## src/rtl/mochila_timer_pkg.sv

```systemverilog
// -----------------------------------------------------------------------------
// mochila_timer_pkg
// Register offsets, CTRL/STATUS bit positions, FSM state type and a byte-strobe
// merge helper for mochila_timer.
// -----------------------------------------------------------------------------
`timescale 1ns/1ps
package mochila_timer_pkg;

    localparam logic [4:0] OFF_CTRL     = 5'h00;
    localparam logic [4:0] OFF_PRESCALE = 5'h04;
    localparam logic [4:0] OFF_COMPARE  = 5'h08;
    localparam logic [4:0] OFF_COUNT    = 5'h0C;
    localparam logic [4:0] OFF_STATUS   = 5'h10;

    localparam int unsigned CTRL_EN       = 0;
    localparam int unsigned CTRL_PERIODIC = 1;
    localparam int unsigned CTRL_IRQ_EN   = 2;
    localparam int unsigned STATUS_MATCH  = 0;

    typedef enum logic [1:0] {
        ST_IDLE = 2'd0,
        ST_RUN  = 2'd1,
        ST_DONE = 2'd2
    } timer_state_e;

    // Replace only the bytes whose strobe is set.
    function automatic logic [31:0] apply_wstrb(input logic [31:0] old_val,
                                                input logic [31:0] new_val,
                                                input logic [3:0]  strb);
        logic [31:0] res;
        res = old_val;
        for (int b = 0; b < 4; b++) begin
            if (strb[b]) res[8*b +: 8] = new_val[8*b +: 8];
        end
        return res;
    endfunction

endpackage

```

## src/rtl/reg_pkg.sv

```systemverilog
// -----------------------------------------------------------------------------
// reg_pkg
// Register-bus request/response types shared by the peripheral subsystem.
// The request carries a byte-strobed 32-bit write or read. The response carries
// read data, an error flag and a ready flag.
// -----------------------------------------------------------------------------
`timescale 1ns/1ps
package reg_pkg;

    typedef struct packed {
        logic [31:0] addr;
        logic        write;
        logic [31:0] wdata;
        logic [3:0]  wstrb;
        logic        valid;
    } reg_req_t;

    typedef struct packed {
        logic [31:0] rdata;
        logic        error;
        logic        ready;
    } reg_rsp_t;

endpackage

```

## src/rtl/mochila_timer_prescaler.sv

```systemverilog
// -----------------------------------------------------------------------------
// mochila_timer_prescaler
// Prescale counter and tick generation.
// Ports:
//   clk_i, rst_ni  clock, asynchronous active-low reset
//   i_run          timer is in RUN; the counter advances only then
//   i_clear        force the counter back to 0 (EN leaving 1)
//   i_prescale     terminal value; tick fires when the counter equals it
//   o_tick         one-cycle COUNT advance strobe
// Build option: MOCHILA_TIMER_PRESCALER_EN. When undefined the counter is not
// built and o_tick follows i_run, i.e. one tick every RUN cycle.
// -----------------------------------------------------------------------------
`timescale 1ns/1ps
module mochila_timer_prescaler (
    input  logic        clk_i,
    input  logic        rst_ni,
    input  logic        i_run,
    input  logic        i_clear,
    input  logic [15:0] i_prescale,
    output logic        o_tick
);

`ifdef MOCHILA_TIMER_PRESCALER_EN
    logic [15:0] r_cnt;

    assign o_tick = i_run && (r_cnt == i_prescale);

    // NOTE: state is updated with non-blocking assignments so every flop
    // samples the pre-edge values of its neighbours, matching the hardware.
    always_ff @(posedge clk_i or negedge rst_ni) begin
        if (!rst_ni) begin
            r_cnt <= '0;
        end else if (i_clear) begin
            r_cnt <= '0;
        end else if (i_run) begin
            r_cnt <= o_tick ? 16'd0 : r_cnt + 16'd1;
        end
    end
`else
    logic w_unused;

    assign o_tick   = i_run;
    assign w_unused = ^{clk_i, rst_ni, i_clear, i_prescale};
`endif

endmodule

```

## src/rtl/mochila_timer.sv

```systemverilog
// -----------------------------------------------------------------------------
// mochila_timer
// 32-bit compare timer on the peripheral register bus.
// Ports:
//   clk_i      clock, rising edge
//   rst_ni     asynchronous active-low reset
//   reg_req_i  register-bus request (req_t)
//   reg_rsp_o  register-bus response (rsp_t); always ready, rdata combinational
//   irq_o      level interrupt = MATCH & IRQ_EN
// Map (addr[4:2]): 0x00 CTRL {IRQ_EN,PERIODIC,EN}, 0x04 PRESCALE[15:0],
//   0x08 COMPARE, 0x0C COUNT, 0x10 STATUS {MATCH} (write-1-to-clear).
// Build option: MOCHILA_TIMER_PRESCALER_EN enables the PRESCALE register and
// the prescale counter; otherwise PRESCALE reads 0 and COUNT ticks every cycle.
// -----------------------------------------------------------------------------
`timescale 1ns/1ps
module mochila_timer
    import mochila_timer_pkg::*;
#(
    parameter type req_t = reg_pkg::reg_req_t,
    parameter type rsp_t = reg_pkg::reg_rsp_t
) (
    input  logic clk_i,
    input  logic rst_ni,
    input  req_t reg_req_i,
    output rsp_t reg_rsp_o,
    output logic irq_o
);

    timer_state_e r_state, w_state_nxt;
    logic         r_periodic, r_irq_en, r_match;
    logic [31:0]  r_compare, r_count;
    logic [15:0]  w_prescale;

    logic [4:0] w_off;
    logic       w_mapped, w_wr;
    logic       w_wr_ctrl, w_wr_prescale, w_wr_compare, w_wr_count, w_wr_status;
    logic       w_en_set, w_en_clr, w_clr_match;
    logic       w_run, w_tick, w_hit, w_presc_clear;
    logic       w_unused_addr;

    // Byte lanes inside a word are not decoded.
    assign w_off         = {reg_req_i.addr[4:2], 2'b00};
    assign w_unused_addr = ^{reg_req_i.addr[31:5], reg_req_i.addr[1:0]};

    assign w_mapped = (w_off == OFF_CTRL)    || (w_off == OFF_PRESCALE) ||
                      (w_off == OFF_COMPARE) || (w_off == OFF_COUNT)    ||
                      (w_off == OFF_STATUS);

    assign w_wr          = reg_req_i.valid && reg_req_i.write;
    assign w_wr_ctrl     = w_wr && (w_off == OFF_CTRL);
    assign w_wr_prescale = w_wr && (w_off == OFF_PRESCALE);
    assign w_wr_compare  = w_wr && (w_off == OFF_COMPARE);
    assign w_wr_count    = w_wr && (w_off == OFF_COUNT);
    assign w_wr_status   = w_wr && (w_off == OFF_STATUS);

    assign w_en_set    = w_wr_ctrl && reg_req_i.wstrb[0] &&  reg_req_i.wdata[CTRL_EN];
    assign w_en_clr    = w_wr_ctrl && reg_req_i.wstrb[0] && !reg_req_i.wdata[CTRL_EN];
    assign w_clr_match = w_wr_status && reg_req_i.wstrb[0] && reg_req_i.wdata[STATUS_MATCH];

    // EN has no flop of its own: it is exactly "FSM is in RUN".
    assign w_run = (r_state == ST_RUN);
    assign w_hit = w_tick && (r_count == r_compare);

    // The prescale counter restarts from 0 whenever the timer stops running.
    assign w_presc_clear = (w_state_nxt != ST_RUN);

    mochila_timer_prescaler u_prescaler (
        .clk_i      (clk_i),
        .rst_ni     (rst_ni),
        .i_run      (w_run),
        .i_clear    (w_presc_clear),
        .i_prescale (w_prescale),
        .o_tick     (w_tick)
    );

    // NOTE: every combinational output gets a default before any branch, so
    // no path leaves it unassigned and no latch is inferred.
    always_comb begin
        w_state_nxt = r_state;
        unique case (r_state)
            ST_IDLE: if (w_en_set) w_state_nxt = ST_RUN;
            // A software write to EN takes priority over a one-shot completion.
            ST_RUN: begin
                if (w_en_clr)                             w_state_nxt = ST_IDLE;
                else if (!w_en_set && w_hit && !r_periodic) w_state_nxt = ST_DONE;
            end
            ST_DONE: begin
                if (w_en_set)      w_state_nxt = ST_RUN;
                else if (w_en_clr) w_state_nxt = ST_IDLE;
            end
            default: w_state_nxt = ST_IDLE;
        endcase
    end

    always_ff @(posedge clk_i or negedge rst_ni) begin
        if (!rst_ni) begin
            r_state    <= ST_IDLE;
            r_periodic <= 1'b0;
            r_irq_en   <= 1'b0;
            r_compare  <= '0;
            r_count    <= '0;
            r_match    <= 1'b0;
        end else begin
            r_state <= w_state_nxt;
            if (w_wr_ctrl && reg_req_i.wstrb[0]) begin
                r_periodic <= reg_req_i.wdata[CTRL_PERIODIC];
                r_irq_en   <= reg_req_i.wdata[CTRL_IRQ_EN];
            end
            if (w_wr_compare) begin
                r_compare <= apply_wstrb(r_compare, reg_req_i.wdata, reg_req_i.wstrb);
            end
            // Software write wins over the tick's increment or reload.
            if (w_wr_count) begin
                r_count <= apply_wstrb(r_count, reg_req_i.wdata, reg_req_i.wstrb);
            end else if (w_tick) begin
                if (!w_hit)          r_count <= r_count + 32'd1;
                else if (r_periodic) r_count <= '0;
            end
            // A new match beats a simultaneous write-1-to-clear.
            r_match <= w_hit || (r_match && !w_clr_match);
        end
    end

`ifdef MOCHILA_TIMER_PRESCALER_EN
    logic [15:0] r_prescale;

    always_ff @(posedge clk_i or negedge rst_ni) begin
        if (!rst_ni) begin
            r_prescale <= '0;
        end else if (w_wr_prescale) begin
            if (reg_req_i.wstrb[0]) r_prescale[7:0]  <= reg_req_i.wdata[7:0];
            if (reg_req_i.wstrb[1]) r_prescale[15:8] <= reg_req_i.wdata[15:8];
        end
    end

    assign w_prescale = r_prescale;
`else
    logic w_unused_presc;

    assign w_prescale     = 16'h0000;
    assign w_unused_presc = w_wr_prescale;
`endif

    always_comb begin
        reg_rsp_o       = '0;
        reg_rsp_o.ready = 1'b1;
        reg_rsp_o.error = reg_req_i.valid && !w_mapped;
        case (w_off)
            OFF_CTRL: begin
                reg_rsp_o.rdata[CTRL_EN]       = w_run;
                reg_rsp_o.rdata[CTRL_PERIODIC] = r_periodic;
                reg_rsp_o.rdata[CTRL_IRQ_EN]   = r_irq_en;
            end
            OFF_PRESCALE: reg_rsp_o.rdata[15:0] = w_prescale;
            OFF_COMPARE:  reg_rsp_o.rdata       = r_compare;
            OFF_COUNT:    reg_rsp_o.rdata       = r_count;
            OFF_STATUS:   reg_rsp_o.rdata[STATUS_MATCH] = r_match;
            default:      reg_rsp_o.rdata       = '0;
        endcase
    end

    assign irq_o = r_match && r_irq_en;

endmodule

```

## config.mk

```make
export PLATFORM = sky130hd
export DESIGN_NAME = mochila_timer
export DESIGN_NICKNAME = d
export VERILOG_FILES = /design/src/rtl/mochila_timer_pkg.sv /design/src/rtl/reg_pkg.sv /design/src/rtl/mochila_timer_prescaler.sv /design/src/rtl/mochila_timer.sv
export SDC_FILE = /design/constraint.sdc
export NUM_CORES = 1
export LEC_CHECK = 0
export BUFFER_PORTS_ARGS = -buffer_cell sky130_fd_sc_hd__buf_2
export CAP_MARGIN = 20
export CORE_AREA = 3 3 93 95
export CTS_BUF_LIST = sky130_fd_sc_hd__clkbuf_4 sky130_fd_sc_hd__clkbuf_8
export CTS_CLUSTER_DIAMETER = 50
export DETAILED_ROUTE_END_ITERATION = 8
export DIE_AREA = 0 0 96 98
export PLACE_DENSITY = 0.89
export SLEW_MARGIN = 20
export SYNTH_ARGS = -nofsm -noshare
export SYNTH_HDL_FRONTEND = slang
export SYNTH_SLANG_ARGS = --single-unit
```

## constraint.sdc

```tcl
create_clock -name clk_i -period 2.95 [get_ports clk_i]
set_clock_uncertainty 0.05 [all_clocks]
set_input_delay 0.295 -clock clk_i [delete_from_list [all_inputs] [get_ports clk_i]]
set_output_delay 0.295 -clock clk_i [all_outputs]
set_load 0.02 [all_outputs]
```

==> results of run 1 <==
routing by layer:
| layer | vias to the layer above | GRT usage | routed length (um) |
|---|---|---|---|
| met2 | 248 | 0.448 | 6200 |
| li1 | 1818 | - | - |
| met1 | 2015 | 0.370 | 4790 |
| met5 | - | 0 | 0 |
| met4 | 0 | 0.123 | 425 |
| met3 | 47 | 0.0378 | 999 |
area by class of cell:
cell class / instances / area [um^2]
inverters: 18 / 67.6
fillers: 634 / 2780
multi-input cells: 333 / 2390
flip-flops and latches: 69 / 1730
clock buffers: 13 / 173
repair buffers: 91 / 505
well taps: 102 / 128
clock inverters: 1 / 30.0
cell usage after synthesis, types with 3 or more instances:
master,n,area [um^2]
sky130_fd_sc_hd__clkbuf_1,16,60.1
sky130_fd_sc_hd__a21bo_2,6,60.1
sky130_fd_sc_hd__and2_1,5,31.3
sky130_fd_sc_hd__nor4_1,8,50.1
sky130_fd_sc_hd__a32o_1,3,30.0
sky130_fd_sc_hd__and3_1,9,56.3
sky130_fd_sc_hd__nand4_1,4,25.0
sky130_fd_sc_hd__or4_1,4,30.0
sky130_fd_sc_hd__and4_1,3,26.3
sky130_fd_sc_hd__o31ai_1,13,97.6
sky130_fd_sc_hd__a221o_1,3,30.0
sky130_fd_sc_hd__nand2_1,38,143
sky130_fd_sc_hd__a22o_1,46,403
sky130_fd_sc_hd__a22oi_1,4,30.0
sky130_fd_sc_hd__dfrtp_1,69,1730
sky130_fd_sc_hd__or3_1,3,18.8
sky130_fd_sc_hd__buf_2,8,40.0
sky130_fd_sc_hd__mux2i_1,3,30.0
sky130_fd_sc_hd__o41ai_1,3,26.3
sky130_fd_sc_hd__inv_1,18,67.6
sky130_fd_sc_hd__a31oi_1,3,18.8
sky130_fd_sc_hd__nand3_1,19,95.1
sky130_fd_sc_hd__a21oi_1,14,70.1
sky130_fd_sc_hd__o21ai_0,17,85.1
sky130_fd_sc_hd__o22ai_1,7,43.8
sky130_fd_sc_hd__nor2_1,21,78.8
sky130_fd_sc_hd__xor2_1,31,272
sky130_fd_sc_hd__nor3_1,4,20.0
sky130_fd_sc_hd__buf_4,4,30.0
sky130_fd_sc_hd__mux2_2,34,383
worst paths after layout:
check                                end  slack (ns)  cells past startpoint
setup / recovery             r_count[16]        0.19                      8
hold / removal             r_compare[10]        0.01                      1
setup reg to reg             r_count[16]        0.19                      8
hold reg to reg                 r_irq_en        0.49                      1
max in group asynchronous     r_count[5]        2.15                      2
min in group clk_i           r_count[21]        0.14                      2
cells by family (layout without fill, tap and decap cells):
group,Yosys count,after routing,share of synthesized area
AO/OA/AOI/OAI,132,132,0.229
flip-flops,69,69,0.398
AND/OR/NAND/NOR,129,129,0.152
other,1,1,0.000865
multiplexers,38,38,0.100
buffers and inverters,49,123,0.0517
XOR/XNOR,32,32,0.0646
adder cells (fa/ha/maj),1,1,0.00289
flip-flops by register name, indices dropped and copies added (netlist names):
register and flops:
r_compare 32, r_count 32, r_state 2, r_irq_en 1, r_match 1, r_periodic 1
critical path, cell delays in order (launching register included):
cell and delay [ns]:
sky130_fd_sc_hd__dfrtp_1 0.45, sky130_fd_sc_hd__xor2_1 0.24, sky130_fd_sc_hd__nor4_1 0.54, sky130_fd_sc_hd__nand3_1 0.18, sky130_fd_sc_hd__nor3_2 0.34, sky130_fd_sc_hd__nand2b_1 0.19
sky130_fd_sc_hd__buf_4 0.24, sky130_fd_sc_hd__o21ai_1 0.11, sky130_fd_sc_hd__a211o_1 0.31
stage by stage:
step	hold slack (ns)	cell area [um^2]	worst slack, ns	std cells	power [mW]
3_3_place_gp	0.398	4820	0.373	613	2.49
4_1_cts	0.0315	5020	0.220	627	3.36
2_1_floorplan	-0.0506	4340	0.705	451	2.19
6_report	0.0122	5020	0.190	627	3.38
3_5_place_dp	0.403	4820	0.326	613	2.54
5_1_grt	0.0709	5020	0.103	627	3.56
power breakdown:
part	internal (mW)	switching, mW	total (mW)
combinational	0.458	0.556	1.01
clock	0.461	0.350	0.811
sequential	1.19	0.360	1.55
total	2.11	1.27	3.38
==> run summary, run 1 <==
The critical path starts at r_count[22]. The largest driver fanout on the critical path came out at 17. The path class of the tightest hold or removal check is in2async. The area growth from synthesis to final layout is 15.9%. In the routed layout, each cell is associated on average with a via count of approximately 6.6. The number of top-level pins came out at roughly 110. The number of nets in the synthesized netlist is 524. The initial cell density of the core is 0.555. The static leakage is between 2 and 2.5 nW. The most common flop cell mapped by yosys is sky130_fd_sc_hd__dfrtp_1.

The count of final hold-check violations is 0. The max-slew violation total from the final report was 0. Buffers added to address setup during post-CTS repair amount to 0. The arrival time of the worst setup path is just under 3 ns.

The count of final setup violators is 0. In the final routed layout, each cell accounts on average for 19.8 um. A synthesized cell averages 9.61 um^2.

At the pin with the least slew margin, the transition time is 0.885 ns. The data required time at the worst endpoint came out at around 3.1 ns. The die covers 9410 um^2. Dividing the final minimum period by the clock period gives 0.936. The flow ran to the end, and the final reports show no timing, DRC or antenna violations. The startpoint identified for the worst register-to-register timing path is r_count[22]. The number of cells upsized or downsized after cts is 0. In the layout the commonest cells are sky130_fd_sc_hd__buf_2, sky130_fd_sc_hd__dfrtp_1, sky130_fd_sc_hd__a22o_1. The number of optimization iterations in the first detailed-route pass came out at 5.

STA classifies the critical path startpoint as a flip-flop. After detailed routing, the number of remaining DRC violations is 0. The worst setup path is of the reg2reg kind.

The total via count in the routed design came out at a little over 4000. The core box area is 7810 um^2. STA classifies the critical path endpoint as a flip-flop. The violation count after the first detailed-routing iteration is roughly 560. The share of flip-flops with an asynchronous set or reset came out at 1.00.

The synthesized area came out at between 4000 and 5000 um^2. The total of buffers placed on input and output ports is 76. The share of the core filled with cells in the final layout is 0.643. Setup repair after global routing left no endpoint under its margin. Counting the buffers created by CTS gives 9. The library cell used most frequently in the layout, excluding fill and tap cells, is sky130_fd_sc_hd__buf_2.

The insertion delay of the later-clocked pin in the worst-skew pair is ~0.35 ns. TritonCTS built the clock tree. The die is about 96 um wide. In this run, synthesis produced a sequential element count of slightly below 70. The number of maximum-capacitance violations came out at 0. CTS saw 69 sinks. For this run, the top clock speed supported by timing is 362 MHz.

The longest clock path from root to sink contains 2 buffers. The die height is about 98 um. The number of antenna diodes in the final layout is 0. The largest net degree at the start of global routing is 38. The number of different library cells in the post-synthesis netlist came out at 53. CTS built an H-tree with a depth of 3. Across every metal layer, demand over resource in global routing totals 0.278. The residual antenna-violating net count after detailed routing is 0. Power spread over the standard cell area amounts to ~670 nW/um^2. The clock-pin slew reported for the worst setup and hold paths after clock tree synthesis is around 0.08 ns. The final critical delay including setup and external delays is roughly 2.8 ns. In this run the core area contains 32 standard-cell rows. The share of layout cells above drive strength 1 is 0.290. For this run, the register share of the synthesized area comes to 0.398.

The wire length of the first global-routing pass is just over 20000 um. The summed negative setup slack over all endpoints is 0 ns. The via count of the first global-routing pass is approximately 4000. The number of synthesis warnings is 0. The number of antenna violations at the first check in global routing came out at 0. The synthesized instance count came out at around 450. Across the VDD grid, the largest voltage drop is between 200 and 300 uV.

The worst max-slew margin expressed relative to the limit is 0.410. The library cell used as clock root buffer is sky130_fd_sc_hd__clkbuf_8. The number of hold buffers added after CTS was 0. After global routing the overflow that remains totals 0. The HPWL reported at the end of detailed placement is about 9000 um. The congestion estimate from routability-driven global placement came to between 0.9 and 1.

The synthesized design contains 0 enable-type register cells. The routed design has between 10000 and 15000 um of wire. In the final design database the tool counted between 500 and 600 nets.
Note: power is estimated with default switching activity, not from simulation.
==> run 2: changes to the inputs <==
--- a/config.mk
+++ b/config.mk
@@ -7,12 +7,12 @@
 export LEC_CHECK = 0
 export BUFFER_PORTS_ARGS = -buffer_cell sky130_fd_sc_hd__buf_2
 export CAP_MARGIN = 20
-export CORE_AREA = 3 3 93 95
+export CORE_AREA = 3 3 98 100
 export CTS_BUF_LIST = sky130_fd_sc_hd__clkbuf_4 sky130_fd_sc_hd__clkbuf_8
 export CTS_CLUSTER_DIAMETER = 50
 export DETAILED_ROUTE_END_ITERATION = 8
-export DIE_AREA = 0 0 96 98
-export PLACE_DENSITY = 0.89
+export DIE_AREA = 0 0 101 103
+export PLACE_DENSITY = 0.85
 export SLEW_MARGIN = 20
 export SYNTH_ARGS = -nofsm -noshare
 export SYNTH_HDL_FRONTEND = slang
==> constraint.sdc (replaced) <==
create_clock -name clk_i -period 2.34 [get_ports clk_i]
set_clock_uncertainty 0.05 [all_clocks]
set_input_delay 0.234 -clock clk_i [delete_from_list [all_inputs] [get_ports clk_i]]
set_output_delay 0.234 -clock clk_i [all_outputs]
set_load 0.02 [all_outputs]
==> run 2 against run 1 <==
  * The run now ends with setup timing left
  * Routed wire length up 13%
  * Setup slack worse by 0.33 ns
  * Power up 42%
  * First-iteration DRC count fell by 0.18%
  * Register-to-register slack got worse by 0.33 ns
  * Sequential share of layout area shrank 3.9 points
==> run summary, run 2 (same netlist as run 1, synthesis figures left out) <==
The number of antenna violations at the first check in global routing is 0 (unchanged). The total congestion overflow after global routing came out at 0 (unchanged). The count of final setup violators came out at 32 (+32).

Traced cell by cell, the critical path runs through xor2_1 -> nor4_4 -> nand4_1 -> buf_6 -> o31a_1 -> mux2i_4 -> buf_6 -> buf_6 -> a21oi_2 -> o211ai_1. The total via count in the routed design is 4454 (+7.9%). The site row count came to 34 (+6.3%). The tree is rooted in a sky130_fd_sc_hd__clkbuf_8. The number of vias per cell after detailed routing came to 6.42 (-2.5%). The ratio of final minimum period to clock period came out at 1.06 (+0.123).

The area growth from synthesis to layout is 30.8%. The setup slack after placement is -0.253 ns (-0.579 ns). The largest driver fanout on the critical path came out at 4 (-13). The HPWL reported at the end of detailed placement came out at 9460 um (+5.5%). The initial cell density of the core came out at 0.495 (-0.0606). The area of the die came out at 10400 um^2 (+11%). The worst-case vdd ir drop is 438 uV (+49%). The final net count is 655 (+10%). Tracing the worst setup path back leads to its startpoint at r_count[4]. The number of logic stages on the critical path including buffering is 10 (+2). Leaving out fill and tap cells, the most frequent cells in the layout are sky130_fd_sc_hd__buf_2, sky130_fd_sc_hd__dfrtp_1, sky130_fd_sc_hd__buf_4. The final critical delay including setup and external delays came out at 2.48 ns (-0.283 ns). The logic depth of the worst register-to-register path is 10 (+2). The total of buffers placed on input and output ports came out at 76 (unchanged). The fmax is 404 MHz (+11%). In this design, the largest share of critical-path delay is due to simple AND/OR/NAND/NOR gates.

The H-tree depth came out at 3 (unchanged). The number of top-level pins is 107 (unchanged). The final hold slack came out at 0.0828 ns (+0.0707 ns). The worst register-to-register path begins at r_count[4].

The share of layout cells above drive strength 1 is 0.391 (+0.101). The number of maximum-capacitance violations came to 0 (unchanged). The worst hold path stage count came out at 2. The number of remaining DRC errors came to 0 (unchanged).

Setup repair after global routing could not meet its margin everywhere. The wire length of the first global-routing pass is 21800 um (+7.1%). The category of the critical setup timing path is reg2reg. The violation count after the first detailed-routing iteration came to 563 (-0.18%).

The worst setup path is launched from a flip-flop. The endpoint identified for the worst register-to-register timing path is r_count[6]. The number of clock sinks is 69 (unchanged). The max-slew violation total from the final report was 0 (unchanged). The number of optimization iterations in the first detailed-route pass is 6 (+1).

The cell at the slowest stage of the critical path is sky130_fd_sc_hd__dfrtp_1. The final reports fail on setup timing. The register-to-register path setup slack was -0.14 ns (-0.33 ns). The type of the most critical hold path is in2reg.

The maximum root-to-sink buffer count came out at 2 (unchanged). The run finished, with violations left. The share of the core filled with cells in the final layout came out at 0.647 (+0.00349). The insertion delay of the later-clocked pin in the worst-skew pair is 0.35 ns (about the same).

The power per standard cell area came out at 844 nW/um^2 (+26%). The static leakage came out at 2.72 nW (+15%). The core box area was 8760 um^2 (+12%). The routed length per placed instance is 20.2 um (+2.2%). The count of final hold-check violations is 0 (unchanged). The total buffers and inverters traversed by the critical path is 3 (+2). In the final layout, the registers with the most flip-flops are r_compare (32), r_count (32), r_state (2). The global placer's final weighted congestion is 0.908 (+0.80%). The die boundary width came to 101 um (+5.2%). The peak per-stage delay on the critical path is 0.40 ns (-0.14 ns). The die height was 103 um (+5.1%). The library cell used most frequently in the layout, excluding fill and tap cells, is sky130_fd_sc_hd__buf_2. Following the worst setup path forward leads to its endpoint at r_count[6]. The residual antenna-violating net count after detailed routing came out at 0 (unchanged). The TritonCTS clock tree is built. The cell that appears most often on the critical path is sky130_fd_sc_hd__buf_6. The data required time at the worst endpoint is 2.55 ns (-0.59 ns).

The kind of capture point of the worst setup path is a flip-flop. The largest net degree at the start of global routing is 70 (+84%). The total routed wirelength was 14100 um (+13%). The via count of the first global-routing pass came to 4371 (+8.0%). The arrival time of the worst setup path was 2.69 ns (-0.26 ns). The clock-pin slew reported for the worst setup and hold paths after clock tree synthesis is 0.08 ns (about the same). The post-route worst setup slack came out at -0.137 ns (-0.327 ns). The CTS buffer count came out at 9 (unchanged). The antenna diode count is 0 (unchanged). The overall routing resource usage is 0.269 (-0.00870).
-- run 2: worst min path at each step --
stage | startpoint | end | slack [ns]
finish | reg_req_i[28] | r_count[23] | 0.08
global route | reg_req_i[32] | r_compare[27] | 0.08
CTS | reg_req_i[28] | r_count[23] | 0.07
detailed placement | rst_ni | r_compare[25] | 0.24
global placement | rst_ni | r_compare[28] | 0.24
floorplan | rst_ni | r_compare[0] | -0.11
-- run 2: where the power goes --
group / total (mW) / leakage, nW / internal, mW / switching, mW
clock: 0.981 / 0.105 / 0.537 / 0.444
combinational: 1.99 / 1.76 / 0.927 / 1.06
sequential: 1.82 / 0.856 / 1.51 / 0.313
total: 4.79 / 2.72 / 2.97 / 1.82
-- run 2: area by class of cell --
class | instances | area, um^2
Multi-Input combinational cell | 333 | 2520
Sequential cell | 69 | 1730
Clock buffer | 15 | 200
Tap cell | 108 | 135
Fill cell | 654 | 3090
Timing Repair Buffer | 151 | 1010
Inverter | 18 | 67.6
-- run 2: through the flow --
| stage | total power, mW | setup TNS [ns] | instance area, um^2 | instances |
|---|---|---|---|---|
| after floorplan | 2.77 | 0 | 4340 | 451 |
| after global placement | 3.43 | -1.30 | 5190 | 666 |
| after detailed placement | 3.52 | -6.11 | 5190 | 666 |
| after CTS | 4.58 | -0.0727 | 5500 | 688 |
| after global routing | 5.02 | -3.58 | 5670 | 694 |
| final | 4.79 | -2.88 | 5670 | 694 |
-- run 2: what timing repair did --
action                     4_1_cts  5_1_grt
cloned                           0        1
hold endpoints to repair        69        0
gates resized for setup         10       20
setup endpoints to repair       32       33
pin swaps                        8       12
setup buffers                    6        5
hold buffers                     1        0
-- run 2: layer usage --
metal / vias to the layer above / routed length [um] / track usage
met5: - / 0 / 0
met4: 0 / 382 / 0.111
met3: 41 / 1340 / 0.0778
met2: 306 / 7110 / 0.455
met1: 2167 / 5220 / 0.324
li1: 1940 / - / -
